### src/rtl/game_phase_controller.sv
// game_phase_controller
// Moore FSM that sequences the title screen, the timed pre-round countdown,
// live play and the win/lose/draw end screens. IR commands, health values and
// attack activity drive the transitions; all timing is counted in video frames.
module game_phase_controller #(
  parameter int          FRAMES_PER_TICK = 60,
  parameter int          END_HOLD_FRAMES = 300,
  parameter logic [31:0] START_CODE_A    = 32'h20DF_5BA4,
  parameter logic [31:0] START_CODE_B    = 32'h20DF_5AA5,
  parameter logic [31:0] RESTART_CODE    = 32'h20DF_10EF
) (
  input  logic        clk_in,
  input  logic        rst_in,
  input  logic [31:0] ir_in,
  input  logic        ir_valid_in,
  input  logic        nf_in,
  input  logic        attack_valid_in,
  input  logic [2:0]  player_health_in,
  input  logic [2:0]  opponent_health_in,
  output logic [2:0]  phase_out,
  output logic        display_start_out,
  output logic        end_lose_out,
  output logic        end_win_out,
  output logic        game_active_out,
  output logic [1:0]  countdown_out,
  output logic        health_reset_out,
  output logic        ever_attack_out
);

  // A one-frame tick or hold period would give a zero-width counter.
  localparam int TICK_W = (FRAMES_PER_TICK > 1) ? $clog2(FRAMES_PER_TICK) : 1;
  localparam int HOLD_W = (END_HOLD_FRAMES > 1) ? $clog2(END_HOLD_FRAMES) : 1;

  localparam logic [TICK_W-1:0] TICK_LAST = TICK_W'(FRAMES_PER_TICK - 1);
  localparam logic [HOLD_W-1:0] HOLD_LAST = HOLD_W'(END_HOLD_FRAMES - 1);

  localparam logic [2:0] ST_START     = 3'd0;
  localparam logic [2:0] ST_COUNTDOWN = 3'd1;
  localparam logic [2:0] ST_PLAY      = 3'd2;
  localparam logic [2:0] ST_LOSE      = 3'd3;
  localparam logic [2:0] ST_WIN       = 3'd4;
  localparam logic [2:0] ST_DRAW      = 3'd5;

  logic [2:0]        state_q, state_d;
  logic [TICK_W-1:0] tick_q, tick_d;
  logic [1:0]        digit_q, digit_d;
  logic [HOLD_W-1:0] hold_q, hold_d;
  logic              ever_q, ever_d;
  logic              hreset_q, hreset_d;

  logic cmd_start;
  logic cmd_restart;
  logic frame_adv;
  logic tick_last;
  logic hold_last;
  logic countdown_done;
  logic in_end_state;

  // Command decode; a recognised command in a cycle suppresses that cycle's frame count.
  always_comb begin
    cmd_start      = ir_valid_in && ((ir_in == START_CODE_A) || (ir_in == START_CODE_B));
    cmd_restart    = ir_valid_in && (ir_in == RESTART_CODE);
    frame_adv      = nf_in && !cmd_start && !cmd_restart;
    tick_last      = (tick_q == TICK_LAST);
    hold_last      = (hold_q == HOLD_LAST);
    countdown_done = frame_adv && tick_last && (digit_q == 2'd1);
    in_end_state   = (state_q == ST_LOSE) || (state_q == ST_WIN) || (state_q == ST_DRAW);
  end

  // State register.
  always_ff @(posedge clk_in) begin
    if (rst_in) begin
      state_q <= ST_START;
    end else begin
      state_q <= state_d;
    end
  end

  // Next-state logic; restart always wins over health and frame events.
  always_comb begin
    state_d = state_q;
    case (state_q)
      ST_START: begin
        if (cmd_start) begin
          state_d = ST_COUNTDOWN;
        end
      end
      ST_COUNTDOWN: begin
        if (cmd_restart) begin
          state_d = ST_START;
        end else if (countdown_done) begin
          state_d = ST_PLAY;
        end
      end
      ST_PLAY: begin
        if (cmd_restart) begin
          state_d = ST_START;
        end else if (ever_q) begin
          // Health only counts once this round has seen an attack.
          if ((player_health_in == 3'd0) && (opponent_health_in == 3'd0)) begin
            state_d = ST_DRAW;
          end else if (player_health_in == 3'd0) begin
            state_d = ST_LOSE;
          end else if (opponent_health_in == 3'd0) begin
            state_d = ST_WIN;
          end
        end
      end
      ST_LOSE, ST_WIN, ST_DRAW: begin
        if (cmd_restart) begin
          state_d = ST_START;
        end else if (frame_adv && hold_last) begin
          state_d = ST_START;
        end
      end
      default: begin
        state_d = ST_START;
      end
    endcase
  end

  // Counter, attack-latch and health-reset next values.
  always_comb begin
    tick_d   = tick_q;
    digit_d  = digit_q;
    hold_d   = hold_q;
    ever_d   = ever_q;
    hreset_d = 1'b0;
    if (state_q == ST_START) begin
      if (cmd_start) begin
        tick_d   = '0;
        digit_d  = 2'd3;
        ever_d   = 1'b0;
        hreset_d = 1'b1;
      end
    end else if (state_q == ST_COUNTDOWN) begin
      if (frame_adv) begin
        if (tick_last) begin
          tick_d  = '0;
          digit_d = digit_q - 2'd1;
        end else begin
          tick_d = tick_q + TICK_W'(1);
        end
      end
    end else if (state_q == ST_PLAY) begin
      // Keeps the hold counter cleared so any end screen starts from zero.
      hold_d = '0;
      if (attack_valid_in) begin
        ever_d = 1'b1;
      end
    end else if (in_end_state) begin
      if (frame_adv) begin
        if (hold_last) begin
          hold_d = '0;
        end else begin
          hold_d = hold_q + HOLD_W'(1);
        end
      end
    end
  end

  // Counter, attack-latch and health-reset registers.
  always_ff @(posedge clk_in) begin
    if (rst_in) begin
      tick_q   <= '0;
      digit_q  <= 2'd3;
      hold_q   <= '0;
      ever_q   <= 1'b0;
      hreset_q <= 1'b0;
    end else begin
      tick_q   <= tick_d;
      digit_q  <= digit_d;
      hold_q   <= hold_d;
      ever_q   <= ever_d;
      hreset_q <= hreset_d;
    end
  end

  // Output decode from registered state only.
  always_comb begin
    phase_out         = state_q;
    display_start_out = (state_q == ST_START);
    end_lose_out      = (state_q == ST_LOSE);
    end_win_out       = (state_q == ST_WIN);
    game_active_out   = (state_q == ST_PLAY);
    countdown_out     = (state_q == ST_COUNTDOWN) ? digit_q : 2'd0;
    health_reset_out  = hreset_q;
    ever_attack_out   = ever_q;
  end

endmodule

### config.mk
export PLATFORM = sky130hd
export DESIGN_NAME = game_phase_controller
export DESIGN_NICKNAME = d
export VERILOG_FILES = /design/src/rtl/game_phase_controller.sv
export SDC_FILE = /design/constraint.sdc
export NUM_CORES = 1
export LEC_CHECK = 0
export CAP_MARGIN = 20
export CELL_PAD_IN_SITES_DETAIL_PLACEMENT = 1
export CELL_PAD_IN_SITES_GLOBAL_PLACEMENT = 1
export CORE_UTILIZATION = 36
export DETAILED_ROUTE_END_ITERATION = 16
export GPL_ROUTABILITY_DRIVEN = 0
export HOLD_SLACK_MARGIN = 0.15
export PLACE_DENSITY = 0.95
export SLEW_MARGIN = 20
export SYNTH_ARGS = -nofsm -noshare
export SYNTH_HDL_FRONTEND = slang
export SYNTH_SLANG_ARGS = --single-unit
### constraint.sdc
create_clock -name clk_in -period 5.65 [get_ports clk_in]
set_clock_uncertainty 0.15 [all_clocks]
set_input_delay 1.13 -clock clk_in [delete_from_list [all_inputs] [get_ports clk_in]]
set_output_delay 1.13 -clock clk_in [all_outputs]
set_load 0.01 [all_outputs]
==> Word-level counts from Yosys, hierarchy flattened <==
Index checks and enable logic that the tools add are counted.
{ "totals": {"reg_bits": 22, "in_bits": 43, "output_inout_bits": 11, "word_cells": 90} }
{ "op_classes": {"n_addsub": 3, "n_eq_ne": 17, "muxes": 32, "bitwise_logic": 2, "reduce_logical": 30} }
{ "ops": {"columns": ["operator", "n"], "rows": [
  ["32-bit by 30-bit == test with 1-bit output, second input constant", 3],
  ["9-bit 2-to-1 mux", 4],
  ["3-bit 2-to-1 mux", 10],
  ["6-bit 2-to-1 mux", 5],
  ["2-bit nonzero test", 7],
  ["2-bit 2-to-1 mux", 6],
  ["3-bit one-hot mux with 4 select lines", 1],
  ["4-bit AND reduction", 3],
  ["9-bit by 1-bit adder with 9-bit output, second input constant", 1],
  ["9-bit == test, second input constant", 1],
  ["3-bit logical NOT", 3],
  ["1-bit logical AND", 8],
  ["6-bit by 1-bit adder with 6-bit output, second input constant", 1],
  ["3-bit by 2-bit == test with 1-bit output, second input constant", 2],
  ["3-bit == test, second input constant", 2],
  ["6-bit == test, second input constant", 1],
  ["1-bit 2-to-1 mux", 6],
  ["3-bit != test, second input constant", 2],
  ["5-bit by 1-bit != test with 1-bit output, second input constant", 1],
  ["5-bit AND reduction", 1],
  ["3-bit by 1-bit == test with 1-bit output, second input constant", 1],
  ["1-bit logical OR", 3],
  ["3-bit by 1-bit != test with 1-bit output, second input constant", 1],
  ["3-bit AND reduction", 1],
  ["other kinds (8)", 10]
]} }

==> Longest topological paths before layout <==
{ "depth": {"ltp_word": 11, "ltp_mapped": 8, "depth_no_buf": 8} }

==> Least setup slack after synthesis <==
No wires, ideal clock.
{ "synth_timing": {"kind": "input to register", "startpoint": "input ir_in[28]", "endpoint": "register hold_q[6]", "setup_time_ns": 0.072, "t_arrival_ns": 2.644, "required_time_ns": 5.428, "setup_slack_ns": 2.785, "stages": 6, "path_buffers": 0, "path_cell_list": "or4b_1 > nor3_2 > nand2_2 > a21oi_2 > a211o_1 > mux2i_1"} }
{ "synth_between": {"elab_chain_cells": 8, "word_cells_on_any_way": 12, "classes_between": "eq/ne (3); reduce/logical (9)"} }
{ "synth_rtl": {"columns": ["element", "line", "source"], "rows": [
  ["from (decl)", "14", "input logic [31:0] ir_in,"],
  ["32-bit by 30-bit == test with 1-bit output", "61", "cmd_start = ir_valid_in && ((ir_in == START_CODE_A) || (ir_in == START_CODE_B));"],
  ["1-bit logical OR", "61", null],
  ["1-bit logical AND", "61", null],
  ["1-bit logical NOT", "63", "frame_adv = nf_in && !cmd_start && !cmd_restart;"],
  ["1-bit logical AND", "63", null],
  ["1-bit logical AND (*)", "63", null],
  ["2-bit nonzero test (no source line) (*)", null, null],
  ["4-bit AND reduction (no source line) (*)", null, null],
  ["to (signal assigned)", "173", "hold_q <= hold_d;"],
  ["to (decl)", "47", "logic [HOLD_W-1:0] hold_q, hold_d;"]
]} }
Mark *: on every way between the ends. The rest lies on a longest branch, timed or not.
A chain may end at the register's enable or synchronous reset.

==> Worst setup path in the final report <==
{ "layout_timing": {"startpoint": "register state_q[1], in the netlist phase_out[1]", "endpoint": "output game_active_out"} }
{ "layout_between": {"elab_chain_cells": 1} }
{ "layout_rtl": {"columns": ["element", "line", "source"], "rows": [
  ["from (decl)", "44", "logic [2:0] state_q, state_d;"],
  ["from (signal assigned)", "75", "state_q <= state_d;"],
  ["3-bit by 2-bit == test with 1-bit output", "185", "game_active_out = (state_q == ST_PLAY);"],
  ["to (decl)", "24", "output logic game_active_out,"]
]} }
Every way passes these cells.

==> impl_metrics.csv <==
group,metric,value,unit
min_path,holdCritPathClass,"reg -> reg",
clock_tree,cts_tree,"yes",
routing,routed_via_density,5.89,
logic_synthesis,synth-main-ff-cell,"dfxtp_1",
logic_synthesis,yosys.area.top_type,"dfxtp_1",
logic_synthesis,ys_types,62,
die,io_pins,54,
timing,period_minus_slack,3.47,ns
pwr,p_sw_share,20.4,%
global_route,grt_use_total,22.3,%
setup_path,arrival,2.19,ns
logic_synthesis,postSynthAreaPerCell,8.45,um2
placement,place_area,0.00223,mm2
clock_tree,clk_path_buf_depth,2,
clock_tree,cts_inserted_buffers,3,
logic_synthesis,async_reset_ff_share,0,%
logic_synthesis,synth_xor_area_share,1.04,%
pwr,power_leakage,0.804,nW
timing,tns,0,ns
setup_path,crit_fanout,16,
pwr,p_per_area,153,mW/mm2
timing,postLayoutSetupSlackWorst,2.18,ns
final_layout,antenna_cells,0,
final_layout,fin_nets,296,
final_layout,syn2layout_area_growth,37.0,%
die,coreArea,0.00441,mm2
clock_tree,holdBufCountCts,0,
global_route,grt_first_pass_wirelength,8930,um
timing,grt_setup_unrepaired,"no",
clock_tree,cts_root_buf,"clkbuf_8",
job,drv_cap,0,
placement,dp_hpwl,3980,um
logic_synthesis,yosysSeqAreaShare,26.2,%
final_layout,drive_gt1_share,10.4,%
routing,first_iter_violations,36,
die,start_util,38.1,%
placement,post-place-ws,2.03,ns
global_route,grt_max_degree,18,
clock_tree,clk_latency,0.27,ns
global_route,grt_pass1_vias,1937,
logic_synthesis,synth-seq-cells,22,
timing,tightest_slew,0.657,ns
timing,setup_viol,0,
clock_tree,cts_setup_buffers,0,
die,dieArea,0.00495,mm2
final_layout,design_area,0.00230,mm2
routing,antenna_left,0,
global_route,gr-total-overflow,0,
die,chipHeight,70.3,um
placement,io_buffer_count,53,
pwr,comb_power_share,12.5,%
pwr,pwr-share-clk,43.6,%
logic_synthesis,yosys_warnings,0,
clock_tree,cts_max_level,1,
logic_synthesis,synth_area,0.00168,mm2
logic_synthesis,synth_top_area_share,26.2,%
timing,period_share,61.4,%
pwr,p_sw,0.0000719,W
timing,hold_viol_final,0,
logic_synthesis,synth_edf_count,0,
timing,slew_viol_final,0,
final_layout,final_cell_mix,"clkdlybuf4s50_1, dfxtp_1, nand3_1",
logic_synthesis,synth.mux.area_fraction,6.55,%
die,num_rows,24,
pwr,cell_internal_pwr,0.000281,W
logic_synthesis,synthSimpleGateAreaFrac,39.6,%
routing,wl_per_cell,16.9,um
logic_synthesis,synth_fa_ha_area_share,2.23,%
timing,timing.fmax,0.288,GHz
logic_synthesis,synth_top_family_by_area,"simple AND/OR/NAND/NOR gates",
global_route,antenna_found_initial,0,
logic_synthesis,yosys-top-cells-area,"dfxtp_1, mux2i_1, nand3_1, a21oi_1, nand3b_1",
routing,vias,1772,
routing,route.final.wire_length,5080,um
pwr,ir_drop,0.0759,mV
final_layout,final_common_cell,"clkdlybuf4s50_1",
clock_tree,clk_pin_slew,0.09,ns
clock_tree,ctsResizeCount,0,
logic_synthesis,syn_nets,245,
logic_synthesis,syn_inst,199,
timing,relSlewSlack,56.1,%
clock_tree,cts_sinks,22,
routing,drc,0,
outcome,status,"finished clean",
setup_path,crit_type,"reg -> out",
routing,first_pass_iters,4,
logic_synthesis,synth_compound_area_share,21.1,%
pwr,seqPwrFrac,43.9,%
setup_path,critPathCaptureType,"output port",
die,die_x,70.3,um
setup_path,required,4.37,ns
setup_path,startpoint_type,"flop",
[Yosys cell counts (all sizes together) (4+ instances only)]
cell    count
dfxtp      22
nand2b      4
and2        4
nand3      21
a21o        6
nand3b      7
mux2i      11
a21oi      19
nor2        8
buf         5
nor4b       4
nor3        8
nand4       4
nand2       9
nor3b       7
o21ai       7
[critical path, stage by stage (launching register included)]
cell	delay (ns)
dfxtp_1	0.64
nor3b_1	0.60
clkdlybuf4s50_1	0.67
[logic make-up after synthesis]
family                     count (synthesis)
and+or+nand+nor                          100
buffers and inverters                     10
DFF                                       22
adders and majority gates                  3
AOI/OAI and AO/OA                         51
xor gates and xnor gates                   2
muxes                                     11
[area by class of cell]
type / count / area [um2]
repair buffers: 53 / 531
inverters: 3 / 11.3
fillers: 526 / 2110
well taps: 52 / 65.1
clock buffers: 3 / 41.3
clock inverters: 1 / 30.0
flip-flops and latches: 22 / 440
multi-input cells: 167 / 1180
[power groups by stage]
stage / registers [W] / logic (W) / clock network [W]
floorplan: 0.000159 / 0.0000110 / 0
detailed placement: 0.000159 / 0.0000443 / 0
CTS: 0.000155 / 0.0000443 / 0.000157
global placement: 0.000159 / 0.0000432 / 0
global route: 0.000155 / 0.0000479 / 0.000160
finish: 0.000155 / 0.0000440 / 0.000154
[stage by stage]
step / utilization (%) / hold slack [ns] / total power [W] / std cells
after floorplan: - / 0.306 / 0.000169 / 199
after global placement: 50.6 / 0.323 / 0.000202 / 297
after detailed placement: 50.6 / 0.356 / 0.000203 / 297
after CTS: 52.2 / 0.370 / 0.000356 / 301
after global routing: 52.2 / 0.409 / 0.000363 / 301
final: 52.2 / 0.363 / 0.000352 / 301
[layer usage]
metal,global-route usage (%),part of all wire (%),wire (um)
met1,26.4,42,2150
met2,40.1,52,2630
met3,4.33,4.1,208
met4,6.44,1.8,91
met5,0,0,0
[sequential cells by signal, summed over array words and instances, names as in the netlist]
name              flops
hold_q                9
tick_q                6
phase_out             3
digit_q               2
ever_attack_out       1
health_reset_out      1
[path summary, 6_finish.rpt]
| path | cells past startpoint | to | start | slack [ns] |
|---|---|---|---|---|
| min reg2reg | 2 | hold_q[1]$_SDFFE_PP0P_ | hold_q[1]$_SDFFE_PP0P_ | 0.36 |
| min | 2 | hold_q[1]$_SDFFE_PP0P_ | hold_q[1]$_SDFFE_PP0P_ | 0.36 |
| max reg2reg | 7 | phase_out[1]$_SDFFE_PP0P_ | hold_q[0]$_SDFFE_PP0P_ | 3.14 |
| max | 2 | game_active_out | phase_out[1]$_SDFFE_PP0P_ | 2.18 |
No activity file was read; power rests on OpenSTA's default activity.
